[src/rtl/note_distributor.sv]
// Note distributor: accepts notes from the song reader and hands each one to a free
// note player via a one-cycle load strobe, choosing players by round-robin search.
module note_distributor #(
   parameter int unsigned NUM_PLAYERS = 3,
   parameter int unsigned NOTE_W      = 6,
   parameter int unsigned DUR_W       = 6,
   localparam int unsigned PTR_W      = (NUM_PLAYERS > 1) ? $clog2(NUM_PLAYERS) : 1,
   localparam int unsigned CNT_W      = $clog2(NUM_PLAYERS + 1)
) (
   input  logic                   clk,
   input  logic                   reset,
   input  logic                   play_enable,
   input  logic                   note_valid,
   input  logic [NOTE_W-1:0]      note_in,
   input  logic [DUR_W-1:0]       duration_in,
   output logic                   note_ready,
   input  logic [NUM_PLAYERS-1:0] player_playing,
   output logic [NUM_PLAYERS-1:0] load_new_note,
   output logic [NOTE_W-1:0]      note_to_load,
   output logic [DUR_W-1:0]       duration_to_load,
   output logic                   all_busy,
   output logic [CNT_W-1:0]       active_count
);

   typedef enum logic [1:0] {IDLE, DISPATCH, SETTLE} state_t;

   state_t                 state, state_nxt;
   logic [NUM_PLAYERS-1:0] reserved;
   logic [NUM_PLAYERS-1:0] free;
   logic [NUM_PLAYERS-1:0] sel_onehot;
   logic [PTR_W-1:0]       rr_ptr;
   logic [PTR_W-1:0]       sel_idx;
   logic [PTR_W-1:0]       sel_q;
   logic [PTR_W-1:0]       cand;
   logic                   sel_found;
   logic                   is_rest;
   logic                   accept;
   logic                   dispatch_go;

   // A player reserved for an in-flight load is not free until its playing flag is up.
   assign free       = ~player_playing & ~reserved;
   assign is_rest    = (note_in == '0);
   assign all_busy   = ~|free;
   assign note_ready = reset & (state == IDLE) & play_enable & (~all_busy | is_rest);
   assign accept     = note_valid & note_ready;
   assign dispatch_go = accept & ~is_rest;

   always_comb begin
      sel_found = 1'b0;
      sel_idx   = '0;
      cand      = '0;
      for (int unsigned off = 0; off < NUM_PLAYERS; off++) begin
         cand = PTR_W'((32'(rr_ptr) + off) % NUM_PLAYERS);
         if (!sel_found && free[cand]) begin
            sel_found = 1'b1;
            sel_idx   = cand;
         end
      end
      sel_onehot = NUM_PLAYERS'(1) << sel_idx;
   end

   always_ff @(posedge clk or negedge reset) begin
      if (!reset) state <= IDLE;
      else        state <= state_nxt;
   end

   always_comb begin
      state_nxt = state;
      unique case (state)
         IDLE:     if (dispatch_go) state_nxt = DISPATCH;
         DISPATCH: state_nxt = SETTLE;
         SETTLE:   state_nxt = IDLE;
         default:  state_nxt = IDLE;
      endcase
   end

   always_ff @(posedge clk or negedge reset) begin
      if (!reset) begin
         rr_ptr           <= '0;
         reserved         <= '0;
         sel_q            <= '0;
         load_new_note    <= '0;
         note_to_load     <= '0;
         duration_to_load <= '0;
         active_count     <= '0;
      end else begin
         load_new_note <= '0;
         active_count  <= CNT_W'($countones(player_playing));
         unique case (state)
            IDLE: begin
               if (dispatch_go) begin
                  note_to_load     <= note_in;
                  duration_to_load <= duration_in;
                  reserved         <= reserved | sel_onehot;
                  sel_q            <= sel_idx;
                  load_new_note    <= sel_onehot;
               end
            end
            DISPATCH: rr_ptr <= (32'(sel_q) + 32'd1 >= NUM_PLAYERS) ? '0 : sel_q + 1'b1;
            SETTLE:   reserved <= '0;
            default:  ;
         endcase
      end
   end

endmodule

[config.mk]
export PLATFORM = sky130hd
export DESIGN_NAME = note_distributor
export DESIGN_NICKNAME = d
export VERILOG_FILES = /design/src/rtl/note_distributor.sv
export SDC_FILE = /design/constraint.sdc
export NUM_CORES = 1
export LEC_CHECK = 0
export CAP_MARGIN = 20
export CELL_PAD_IN_SITES_DETAIL_PLACEMENT = 0
export CELL_PAD_IN_SITES_GLOBAL_PLACEMENT = 1
export CORE_ASPECT_RATIO = 0.9
export CORE_MARGIN = 1.5
export CORE_UTILIZATION = 37
export CTS_BUF_LIST = sky130_fd_sc_hd__clkbuf_16
export DETAILED_ROUTE_END_ITERATION = 12
export PLACE_DENSITY_LB_ADDON = 0.1
export SYNTH_ARGS = -nofsm -noshare
export SYNTH_HDL_FRONTEND = slang
export SYNTH_SLANG_ARGS = --single-unit
export TNS_END_PERCENT = 50
[constraint.sdc]
create_clock -name clk -period 2.66 [get_ports clk]
set_input_delay 0.399 -clock clk [delete_from_list [all_inputs] [get_ports clk]]
set_output_delay 0.399 -clock clk [all_outputs]
set_load 0.02 [all_outputs]
; Word-level counts from Yosys, hierarchy flattened
; Cells that the tools add are included.
[word_totals]
register_bits = 26
out_inout_bits = 19
elab_cells = 65
[op_classes]
n_addsub = 6
div = 3
n_lt_le_gt_ge = 4
n_eq_ne = 3
n_shift = 1
n_mux = 18
n_bitwise = 11
reduce_logical = 11
[op_table]
columns = op, count
row1 = $mod 32x2->32 const B, 2
row2 = $mod 2x2->32 const B, 1
row3 = $mux 2, 5
row4 = $lt 2x3->1 const B, 3
row5 = $mux 3, 3
row6 = $add 2x1->3 const B, 2
row7 = $bmux 1 s2, 3
row8 = $logic_not 6->1, 1
row9 = $not 3->3, 2
row10 = $pmux 3 s2, 1
row11 = $and 1x1->1, 5
row12 = $mux 1, 5
row13 = $pmux 2 s2, 1
row14 = $reduce_and 2->1, 2
row15 = $add 2x2->3 const B, 1
row16 = $and 3x3->3, 1
row17 = $ge 3x2->1 const B, 1
row18 = $logic_not 1->1, 3
row19 = $or 3x3->3, 1
row20 = $reduce_or 3->1, 1
row21 = $shl 1x2->3 const A, 1
row22 = $add 1x1->2, 1
row23 = $add 2x1->2, 1
row24 = $add 2x1->2 const B, 1
row25 = other kinds (8), 9

; Logic depth before layout (Yosys ltp)
; Gate-level depths: netlist of the first run.
[depth]
depth_word = 15
mapped_depth = 7
depth_no_buf = 7

; Worst setup path before layout of the first run
; Ideal clock, no wire load.
[synth_timing]
path_kind = input to output
start = in note_in[3]
end = out note_ready
arrival_ns = 1.557
setup_slack_ns = 0.704
cell_stages = 4
n_path_buf = 0
cell_sequence = or4_1 -> nor3_2 -> and2b_2 -> nor2_1
[synth_via]
elab_chain_len = 3
[synth_rtl]
columns = item, line_no
row1 = start: declaration, 14  ; input logic [NOTE_W-1:0] note_in,
row2 = $logic_not 6->1, 42  ; assign is_rest = (note_in == '0);
row3 = $or 1x1->1, 44  ; assign note_ready = reset & (state == IDLE) & play_enable & (~all_busy | is_rest);
row4 = $and 1x1->1, 44
row5 = end: declaration, 16  ; output logic note_ready,
; No other way between the ends.

; Final worst setup path of the first run
; Same ends and word-level chain as after synthesis.

==> results by group, run 1 <==
Status
  – Outcome: completed

Worst setup path
  – Worst-path cell chain: clkdlybuf4s50_1 -> or4_1 -> nor3_2 -> and2b_2 -> nor2_1 -> dlygate4sd2_1
  – WS Path Type: input port to output port
  – Required @ worst endpoint: 2260 ps
  – Critical-path top delay cell: or4_1
  – Critical-path maximum fanout: 2
  – CP arrival: 2140 ps
  – Critical Path End Type: output port
  – CP startpoint kind: input port
  – Crit-path max cell delay: 530 ps

Power
  – PD cells: 958 nW/um^2
  – Final total power: 1.61 mW
  – Leakage: 0.750 nW
  – Peak supply drop: 0.456 mV

Yosys
  – Post-synthesis compound-gate area fraction: 0.0832
  – Cells after synthesis: 89
  – Cell taking the most area after synthesis: dfrtp_1
  – Proportion of netlist area held by the largest area contributor: 0.562
  – Post-Synth Simple-Gate Area: 0.161
  – Mapped cell area: 1160 sq um
  – Post-Synth XOR/XNOR Area: 0
  – Post-synth EDFFs: 0
  – Ys async rst share: 1.00
  – Syn avg cell area: 13.0 sq um
  – Most frequent cells after synthesis: dfrtp_1, mux2_2, a21o_1, nor2_1
  – Synth area leaders: dfrtp_1, mux2_2, a21o_1
  – Yosys reg bits: 26
  – Main combinational cell family by area after synthesis: simple AND/OR/NAND/NOR gates
  – Most frequent cell after synthesis: dfrtp_1
  – Ys flop type: dfrtp_1
  – Adder-Cell Fraction of Synth Area: 0.0497
  – Fraction of the yosys area taken by sequential cells: 0.562
  – Distinct cells, synth: 34
  – Yosys warnings: 0
  – Multiplexer area fraction after synthesis: 0.117
  – Post-synth net total: 112

Route
  – Met3 WL post-DR: 153 um
  – DR WL/cell: 13.3 um
  – Routed WL: 2.34 mm
  – Wl on met1: 1.02 mm
  – Drc violations: 0
  – First-pass DRT Iterations: 4
  – Via/cell ratio: 4.99
  – DRT iter0 DRCs: 24
  – Met2 routed WL: 1.14 mm
  – Via count: 878
  – ANT nets after route: 0
  – Top sig layer: met4

Clock network
  – Clk slew on worst S/H paths: 60 ps
  – Clock tree root buffer cell: clkbuf_16
  – Clock latency on the worst-skew pair: 260 ps
  – Hold_buf cts: 0
  – CTS Buf Count: 3
  – CTS sink count: 26
  – CTS Buffer Depth: 2
  – CTS tree: built
  – CTS H-Tree Depth: 1

Timing
  – Clock skew: 4.42 ps
  – RSZ-0062 raised after global routing: no
  – Final worst-path cycle share: 0.954
  – Max Fclk: 394 MHz
  – TNS Setup: 0 ps
  – Setup Viol. Count Final: 0
  – Worst-Margin Slew: 381 ps
  – Slew margin rel.: 0.744
  – Min Tclk post-route: 2540 ps
  – Final slew viol count: 0
  – Hold slack: 499 ps
  – Final hold vios: 0

Final layout
  – Multi-input gate area: 475 sq um
  – Final core occ: 0.557
  – P&R area growth vs syn: 45.2%
  – Diode count: 0
  – Nets: 158
  – # fillers: 268
  – Register area: 651 sq um
  – Layout cells sized above 1: 0.216

Floorplanning
  – Number of core rows: 19
  – Die area: 3480 sq um
  – Initial Util: 0.384
  – Chip height: 56.1 um
  – Core area: 3020 sq um
  – Top Ports: 38
  – Die width: 62.0 um

Job
  – Maxcap violations: 0

Hold path
  – Min-Delay Path Class: flip-flop to flip-flop

GRT
  – Number of global-route vias before repair: 920
  – Overall routing resource usage: 0.159
  – Initial antenna violation count: 0
  – Overflow after GRT: 0
  – First-pass GRT wire length: 4.07 mm
  – Largest net degree at the start of global routing: 22

Placement
  – Number of input and output port buffers inserted: 37
  – Post-DP HPWL: 1.81 mm
  – Routability cong.: 0.785
sequential cells by signal, summed over array words and instances (netlist names):
| signal | cells |
|---|---|
| active_count | 2 |
| duration_to_load | 6 |
| load_new_note | 3 |
| note_to_load | 6 |
| reserved | 3 |
| rr_ptr | 2 |
| sel_q | 2 |
| state | 2 |
routing by layer:
metal / GRT usage / vias up
li1: - / 416
met1: 0.200 / 433
met2: 0.253 / 27
met3: 0.0442 / 2
met4: 0.0638 / 0
met5: 0 / -
worst paths after layout:
path,from,to,slack [ps],depth (start not counted)
worst max-delay path,note_in[3],note_ready,120,6
worst min register to register,reserved[2]$_DFFE_PN0P_,reserved[2]$_DFFE_PN0P_,500,1
worst min-delay path,reserved[2]$_DFFE_PN0P_,reserved[2]$_DFFE_PN0P_,500,1
min in group asynchronous,reset,duration_to_load[0]$_DFFE_PN0P_,510,2
worst max register to register,reserved[2]$_DFFE_PN0P_,duration_to_load[2]$_DFFE_PN0P_,780,5
max in group asynchronous,reset,active_count[0]$_DFF_PN0_,1840,2
cell type report:
class	count	area share
sequential	26	0.387
multi-input combinational	57	0.283
timing repair buffer	42	0.242
clock buffer	3	0.0446
tap	42	0.0312
inverter	5	0.0112
clock inverter	1	0.00223
report_power, final:
part           switching, mW  internal (mW)
clock network          0.129          0.201
logic                  0.319          0.359
registers             0.0773          0.528
total                  0.525           1.09
cells in the final DEF, fill, tap and decap left out, drive strengths merged, types with 2 or more instances in the layout:
cell type | Yosys | layout
ha | 3 | 3
nand4 | 2 | 2
a21oi | 2 | 2
dfrtp | 26 | 26
nor3 | 3 | 3
or4 | 2 | 2
clkbuf | 1 | 3
mux2 | 12 | 12
nor2 | 6 | 6
clkdlybuf4s50 | 0 | 36
buf | 0 | 5
o21ai | 4 | 4
inv | 5 | 5
or3 | 2 | 2
a21o | 5 | 5
stage by stage:
stage,setup slack [ps],area (sq um),std cells
5_1_grt,47.1,1680,176
3_5_place_dp,-171,1610,172
2_1_floorplan,704,1160,89
3_3_place_gp,-161,1610,172
6_report,122,1680,176
4_1_cts,106,1680,176
cell families (layout without fill, tap and decap cells):
logic type | count (synthesis) | in the layout
and+or+nand+nor | 27 | 27
DFF | 26 | 26
buffers and inverters | 6 | 51
adders and majority gates | 4 | 4
AOI/OAI and AO/OA | 14 | 14
muxes | 12 | 12
critical path, delay by kind of cell:
family                 cells  cell delay (ps)
buffers and inverters      2              740
and+or+nand+nor            4              990
timing repair:
action,CTS,global route
gates resized for setup,1,0
setup endpoints to repair,1,0
setup buffers,0,0
Power figures use the tool's default switching activity.
==> inputs of run 2 (changes only) <==
- SKIP_CTS_REPAIR_TIMING: not set -> 1
==> run 2 against run 1 <==
  * Core utilization grew 0.12 points
  * Setup slack better by 110 ps
  * Non-clock buffer count stayed put
  * Count of clock-buffer cells in the layout did not move
  * Final area rose by 0.22%
  * Via count unchanged
  * Combinational power about the same
  * Cell count unchanged
  * Critical endpoint unchanged
  * Largest power group unchanged
==> results by group, run 2 (synthesis gave the netlist of run 1 again) <==
Status
  – Outcome: completed

Placement
  – Number of input and output port buffers inserted: 37 (unchanged)
  – Post-DP HPWL: 1.81 mm (unchanged)
  – Routability cong.: 0.785 (unchanged)
  – Dpl cell area: 1610 sq um (unchanged)
  – Cells after DPL: 172 (unchanged)
  – Placement Setup Slack: -171 ps (unchanged)

Clock network
  – Clk slew on worst S/H paths: 60 ps (about the same)
  – CTS Buf Count: 3 (unchanged)
  – CTS H-Tree Depth: 1 (unchanged)
  – CTS tree: built
  – Clock tree root buffer cell: clkbuf_16
  – CTS sink count: 26 (unchanged)
  – CTS Buffer Depth: 2 (unchanged)
  – Clock latency on the worst-skew pair: 260 ps (about the same)

Worst setup path
  – WS Path Type: input port to output port
  – CP arrival: 2030 ps (-110 ps)
  – Path depth of the worst reg2reg path: 5 (unchanged)
  – Required @ worst endpoint: 2260 ps (about the same)
  – Critical-path maximum fanout: 2 (unchanged)
  – CP startpoint kind: input port
  – Critical Path End Type: output port

Timing
  – Worst-Margin Slew: 381 ps (unchanged)
  – Final worst-path cycle share: 0.913 (-0.0412)
  – Clock skew: 4.41 ps (-0.00455 ps)
  – Final hold vios: 0 (unchanged)
  – Hold slack: 499 ps (unchanged)
  – TNS Setup: 0 ps (unchanged)
  – Setup Viol. Count Final: 0 (unchanged)
  – RSZ-0062 raised after global routing: no
  – Slew margin rel.: 0.744 (unchanged)
  – Min Tclk post-route: 2430 ps (-110 ps)
  – Final slew viol count: 0 (unchanged)
  – Setup ws final: 232 ps (+110 ps)
  – Max Fclk: 412 MHz (+4.5%)

Final layout
  – P&R area growth vs syn: 45.6%
  – Diode count: 0 (unchanged)
  – Non-Filler Instances: 176 (unchanged)
  – Design Area, Final: 1690 sq um (+0.22%)
  – Top flop regs: duration_to_load: 6 flops, note_to_load: 6 flops
  – Final core occ: 0.559 (+0.00124)
  – Nets: 158 (unchanged)
  – Commonest non-fill, non-tap cells in the layout: clkdlybuf4s50_1, dfrtp_1, mux2_2
  – Layout cells sized above 1: 0.216 (unchanged)
  – Commonest non-fill, non-tap cell in the layout: clkdlybuf4s50_1

Power
  – Clock share of power: 0.204 (about the same)
  – Fraction of power consumed by sequential logic: 0.375 (about the same)
  – Leakage: 0.762 nW (+1.6%)
  – Peak supply drop: 0.456 mV (about the same)
  – Sw frac: 0.325 (about the same)
  – Switch Pwr: 525 uW (about the same)
  – PD cells: 957 nW/um^2 (-0.17%)
  – Internal Pwr Total: 1.09 mW (about the same)
  – Final total power: 1.61 mW (about the same)
  – Gate power share: 0.420 (about the same)

GRT
  – Initial antenna violation count: 0 (unchanged)
  – Overall routing resource usage: 0.159 (unchanged)
  – Number of global-route vias before repair: 920 (unchanged)
  – Overflow after GRT: 0 (unchanged)
  – First-pass GRT wire length: 4.07 mm (unchanged)
  – Largest net degree at the start of global routing: 22 (unchanged)

Route
  – Routed WL: 2.34 mm (about the same)
  – Drc violations: 0 (unchanged)
  – Via count: 878 (unchanged)
  – Via/cell ratio: 4.99 (unchanged)
  – ANT nets after route: 0 (unchanged)
  – DRT iter0 DRCs: 24 (unchanged)
  – DR WL/cell: 13.3 um (about the same)
  – First-pass DRT Iterations: 4 (unchanged)

Floorplanning
  – Die width: 62.0 um (unchanged)
  – Die area: 3480 sq um (unchanged)
  – Core area: 3020 sq um (unchanged)
  – Initial Util: 0.384 (unchanged)
  – Top Ports: 38 (unchanged)
  – Number of core rows: 19 (unchanged)
  – Chip height: 56.1 um (unchanged)

Job
  – Maxcap violations: 0 (unchanged)

Hold path
  – Min-Delay Path Class: flip-flop to flip-flop
  – Hold path cells: 1 (unchanged)
[run 2: cell types whose count changed in the layout (fill, tap and decap cells not counted)]
cell            delta
dlygate4sd2_1      -1
dlymetal6s2s_1     +1
[run 2: layout make-up]
cell class	count	area, sq um
inverter	5	18.8
sequential	26	651
clock buffer	3	75.1
clock inverter	1	3.75
fill	266	1330
tap	42	52.6
multi-input combinational	57	475
timing repair buffer	42	410
[run 2: worst paths after layout]
path                                         start                              end  slack, ps
hold reg to reg            reserved[2]$_DFFE_PN0P_          reserved[2]$_DFFE_PN0P_        500
max in group asynchronous                    reset        active_count[0]$_DFF_PN0_       1840
min in group asynchronous                    reset  duration_to_load[0]$_DFFE_PN0P_        510
setup reg to reg           reserved[2]$_DFFE_PN0P_  duration_to_load[2]$_DFFE_PN0P_        780
hold / removal             reserved[2]$_DFFE_PN0P_          reserved[2]$_DFFE_PN0P_        500
setup / recovery                        note_in[3]                       note_ready        230
[run 2: critical path: stages]
cell             delay, ps
clkdlybuf4s50_1        410
or4_1                  530
nor3_2                 160
and2b_2                230
nor2_1                  70
dlymetal6s2s_1         220
[run 2: per-layer routing]
layer,up-vias,part of all wire,wire (um),track usage
met1,433,0.44,1020,0.200
met5,-,0,0,0
met2,27,0.49,1140,0.253
li1,416,-,-,-
met3,2,0.065,153,0.0442
met4,0,0.0090,21,0.0638
[run 2: power groups by stage]
stage / Combinational, mW / Sequential (mW) / Clock (mW)
floorplan: 0.305 / 0.707 / 0
global placement: 0.682 / 0.608 / 0
detailed placement: 0.683 / 0.616 / 0
CTS: 0.687 / 0.608 / 0.345
global route: 0.748 / 0.627 / 0.355
finish: 0.678 / 0.606 / 0.330
==> inputs of run 3 (changes only) <==
- CELL_PAD_IN_SITES_DETAIL_PLACEMENT: 0 -> 1
- CELL_PAD_IN_SITES_GLOBAL_PLACEMENT: 1 -> 2
- CORE_UTILIZATION: 37 -> 31
- RECOVER_POWER: not set -> 100
- SLEW_MARGIN: not set -> 20
==> run 3 against run 2 <==
  * Worst hold slack worse by 4.0 ps
  * Routed wire length up 9.9%
  * Clock power down 2%
  * Combinational power down 5.8%
  * Setup slack worse by 53 ps
  * Die area up 18%
  * Cell count up 0.57%
  * Count of clock-buffer cells in the layout unchanged
  * Register-to-register slack worse by 110 ps
  * First-iteration DRC count down 8.3%
  * Non-clock buffer count down 1
  * Critical path type unchanged
  * Critical endpoint unchanged
==> results by group, run 3 (synthesis gave the netlist of run 1 again) <==
Power
  – Internal Pwr Total: 1.05 mW (-3.6%)
  – Gate power share: 0.408 (-0.012)
  – Clock share of power: 0.206 (+0.002)
  – Leakage: 0.748 nW (-1.8%)
  – PD cells: 947 nW/um^2 (-1.0%)
  – Peak supply drop: 0.451 mV (-1.0%)
  – Switch Pwr: 517 uW (-1.5%)
  – Fraction of power consumed by sequential logic: 0.386 (+0.011)
  – Sw frac: 0.330 (+0.00465)

Placement
  – Number of input and output port buffers inserted: 37 (unchanged)
  – Routability cong.: 0.779 (-0.83%)
  – Post-DP HPWL: 2.10 mm (+16%)
  – Cells after DPL: 173 (+0.58%)

Route
  – First-pass DRT Iterations: 4 (unchanged)
  – Via count: 855 (-2.6%)
  – DR WL/cell: 14.5 um (+9.3%)
  – Drc violations: 0 (unchanged)
  – DRT iter0 DRCs: 22 (-8.3%)
  – ANT nets after route: 0 (unchanged)
  – Routed WL: 2.57 mm (+9.9%)
  – Via/cell ratio: 4.83 (-3.2%)

Timing
  – Final slew viol count: 0 (unchanged)
  – Setup Viol. Count Final: 0 (unchanged)
  – Clock skew: 2.43 ps (-1.98 ps)
  – Min Tclk post-route: 2480 ps (+53.5 ps)
  – Hold slack: 495 ps (-4.00 ps)
  – Slew margin rel.: 0.247 (-0.497)
  – Final hold vios: 0 (unchanged)
  – Final worst-path cycle share: 0.933 (+0.0201)
  – RSZ-0062 raised after global routing: no
  – Worst-Margin Slew: 1130 ps (+748 ps)
  – Max Fclk: 403 MHz (-2.2%)

Floorplanning
  – Core area: 3480 sq um (+15%)
  – Initial Util: 0.333 (-0.0507)
  – Chip height: 61.0 um (+8.8%)
  – Die width: 67.4 um (+8.8%)
  – Top Ports: 38 (unchanged)
  – Die area: 4110 sq um (+18%)
  – Number of core rows: 20 (+1)

Final layout
  – Commonest non-fill, non-tap cells in the layout: dfrtp_1, dlygate4sd3_1, clkdlybuf4s50_1
  – Top flop regs: duration_to_load: 6 flops, note_to_load: 6 flops
  – Layout cells sized above 1: 0.165 (-0.0510)
  – Multi-input gate area: 468 sq um (-1.6%)
  – Non-Filler Instances: 177 (+0.57%)
  – Nets: 157 (-0.63%)
  – Commonest non-fill, non-tap cell in the layout: dfrtp_1
  – Diode count: 0 (unchanged)
  – P&R area growth vs syn: 42.8%
  – # fillers: 369 (+39%)
  – Register area: 651 sq um (unchanged)

GRT
  – Number of global-route vias before repair: 884 (-3.9%)
  – First-pass GRT wire length: 4.11 mm (+0.84%)
  – Overall routing resource usage: 0.136 (-0.0234)
  – Initial antenna violation count: 0 (unchanged)
  – Overflow after GRT: 0 (unchanged)
  – Largest net degree at the start of global routing: 22 (unchanged)

Clock network
  – Clock latency on the worst-skew pair: 250 ps (about the same)
  – CTS Buf Count: 3 (unchanged)
  – CTS tree: built
  – Clock tree root buffer cell: clkbuf_16
  – CTS H-Tree Depth: 1 (unchanged)
  – CTS Buffer Depth: 2 (unchanged)
  – Clk slew on worst S/H paths: 60 ps (about the same)
  – CTS sink count: 26 (unchanged)

Worst setup path
  – Path depth of the worst reg2reg path: 5 (unchanged)
  – CP startpoint kind: input port
  – Required @ worst endpoint: 2260 ps (about the same)
  – Critical-path maximum fanout: 2 (unchanged)
  – WS Path Type: input port to output port
  – Critical Path End Type: output port
  – CP arrival: 2080 ps (+50 ps)

Hold path
  – Hold path cells: 1 (unchanged)
  – Min-Delay Path Class: flip-flop to flip-flop

Job
  – Maxcap violations: 0 (unchanged)

Status
  – Outcome: completed
## run 3: changes by cell type in the layout (fill, tap and decap cells not counted), sizes merged
cell and delta:
clkbuf +4, buf -4, dlygate4sd3 +20, clkdlybuf4s50 -20
dlymetal6s2s -1
## run 3: final cells by class
type / count / area share
Multi-Input combinational cell: 57 / 0.283
Clock inverter: 1 / 0.00227
Timing Repair Buffer: 41 / 0.231
Sequential cell: 26 / 0.393
Clock buffer: 3 / 0.0454
Inverter: 5 / 0.0113
Tap cell: 44 / 0.0333
## run 3: per-layer routing
layer	vias up	global-route usage	wire length [um]
li1	411	-	-
met1	420	0.171	1160
met2	22	0.228	1250
met3	2	0.0501	144
met4	0	0.0262	14
met5	-	0	0
## run 3: final timing paths
check,start,to,slack (ps)
min reg2reg,reserved[2]$_DFFE_PN0P_,reserved[2]$_DFFE_PN0P_,500
min,reserved[2]$_DFFE_PN0P_,reserved[2]$_DFFE_PN0P_,500
max in group asynchronous,reset,state[0]$_DFFE_PN0P_,1010
max reg2reg,reserved[2]$_DFFE_PN0P_,duration_to_load[5]$_DFFE_PN0P_,670
min in group asynchronous,reset,duration_to_load[4]$_DFFE_PN0P_,630
max,note_in[3],note_ready,180
## run 3: through the flow
stage               total power, mW  worst slack (ps)  instance area (sq um)  TNS, ps  utilization
floorplan                      1.01               704                   1160        0            -
global placement               1.30              -180                   1600     -180        0.460
detailed placement             1.31              -197                   1600     -197        0.460
CTS                            1.64              -212                   1680     -212        0.483
global route                   1.68              84.4                   1650        0        0.476
finish                         1.57               178                   1650        0        0.476
## run 3: worst max-delay path: stages
cell,delay [ps]
clkdlybuf4s50_1,410
or4_1,550
nor3_2,170
and2b_2,240
nor2_1,80
clkbuf_1,240
## run 3: power groups by stage
stage               registers, mW  logic [mW]  clock network, mW
finish                      0.604       0.639              0.323
global route                0.626       0.701              0.352
CTS                         0.611       0.696              0.336
detailed placement          0.619       0.692                  0
global placement            0.610       0.688                  0
floorplan                   0.707       0.305                  0
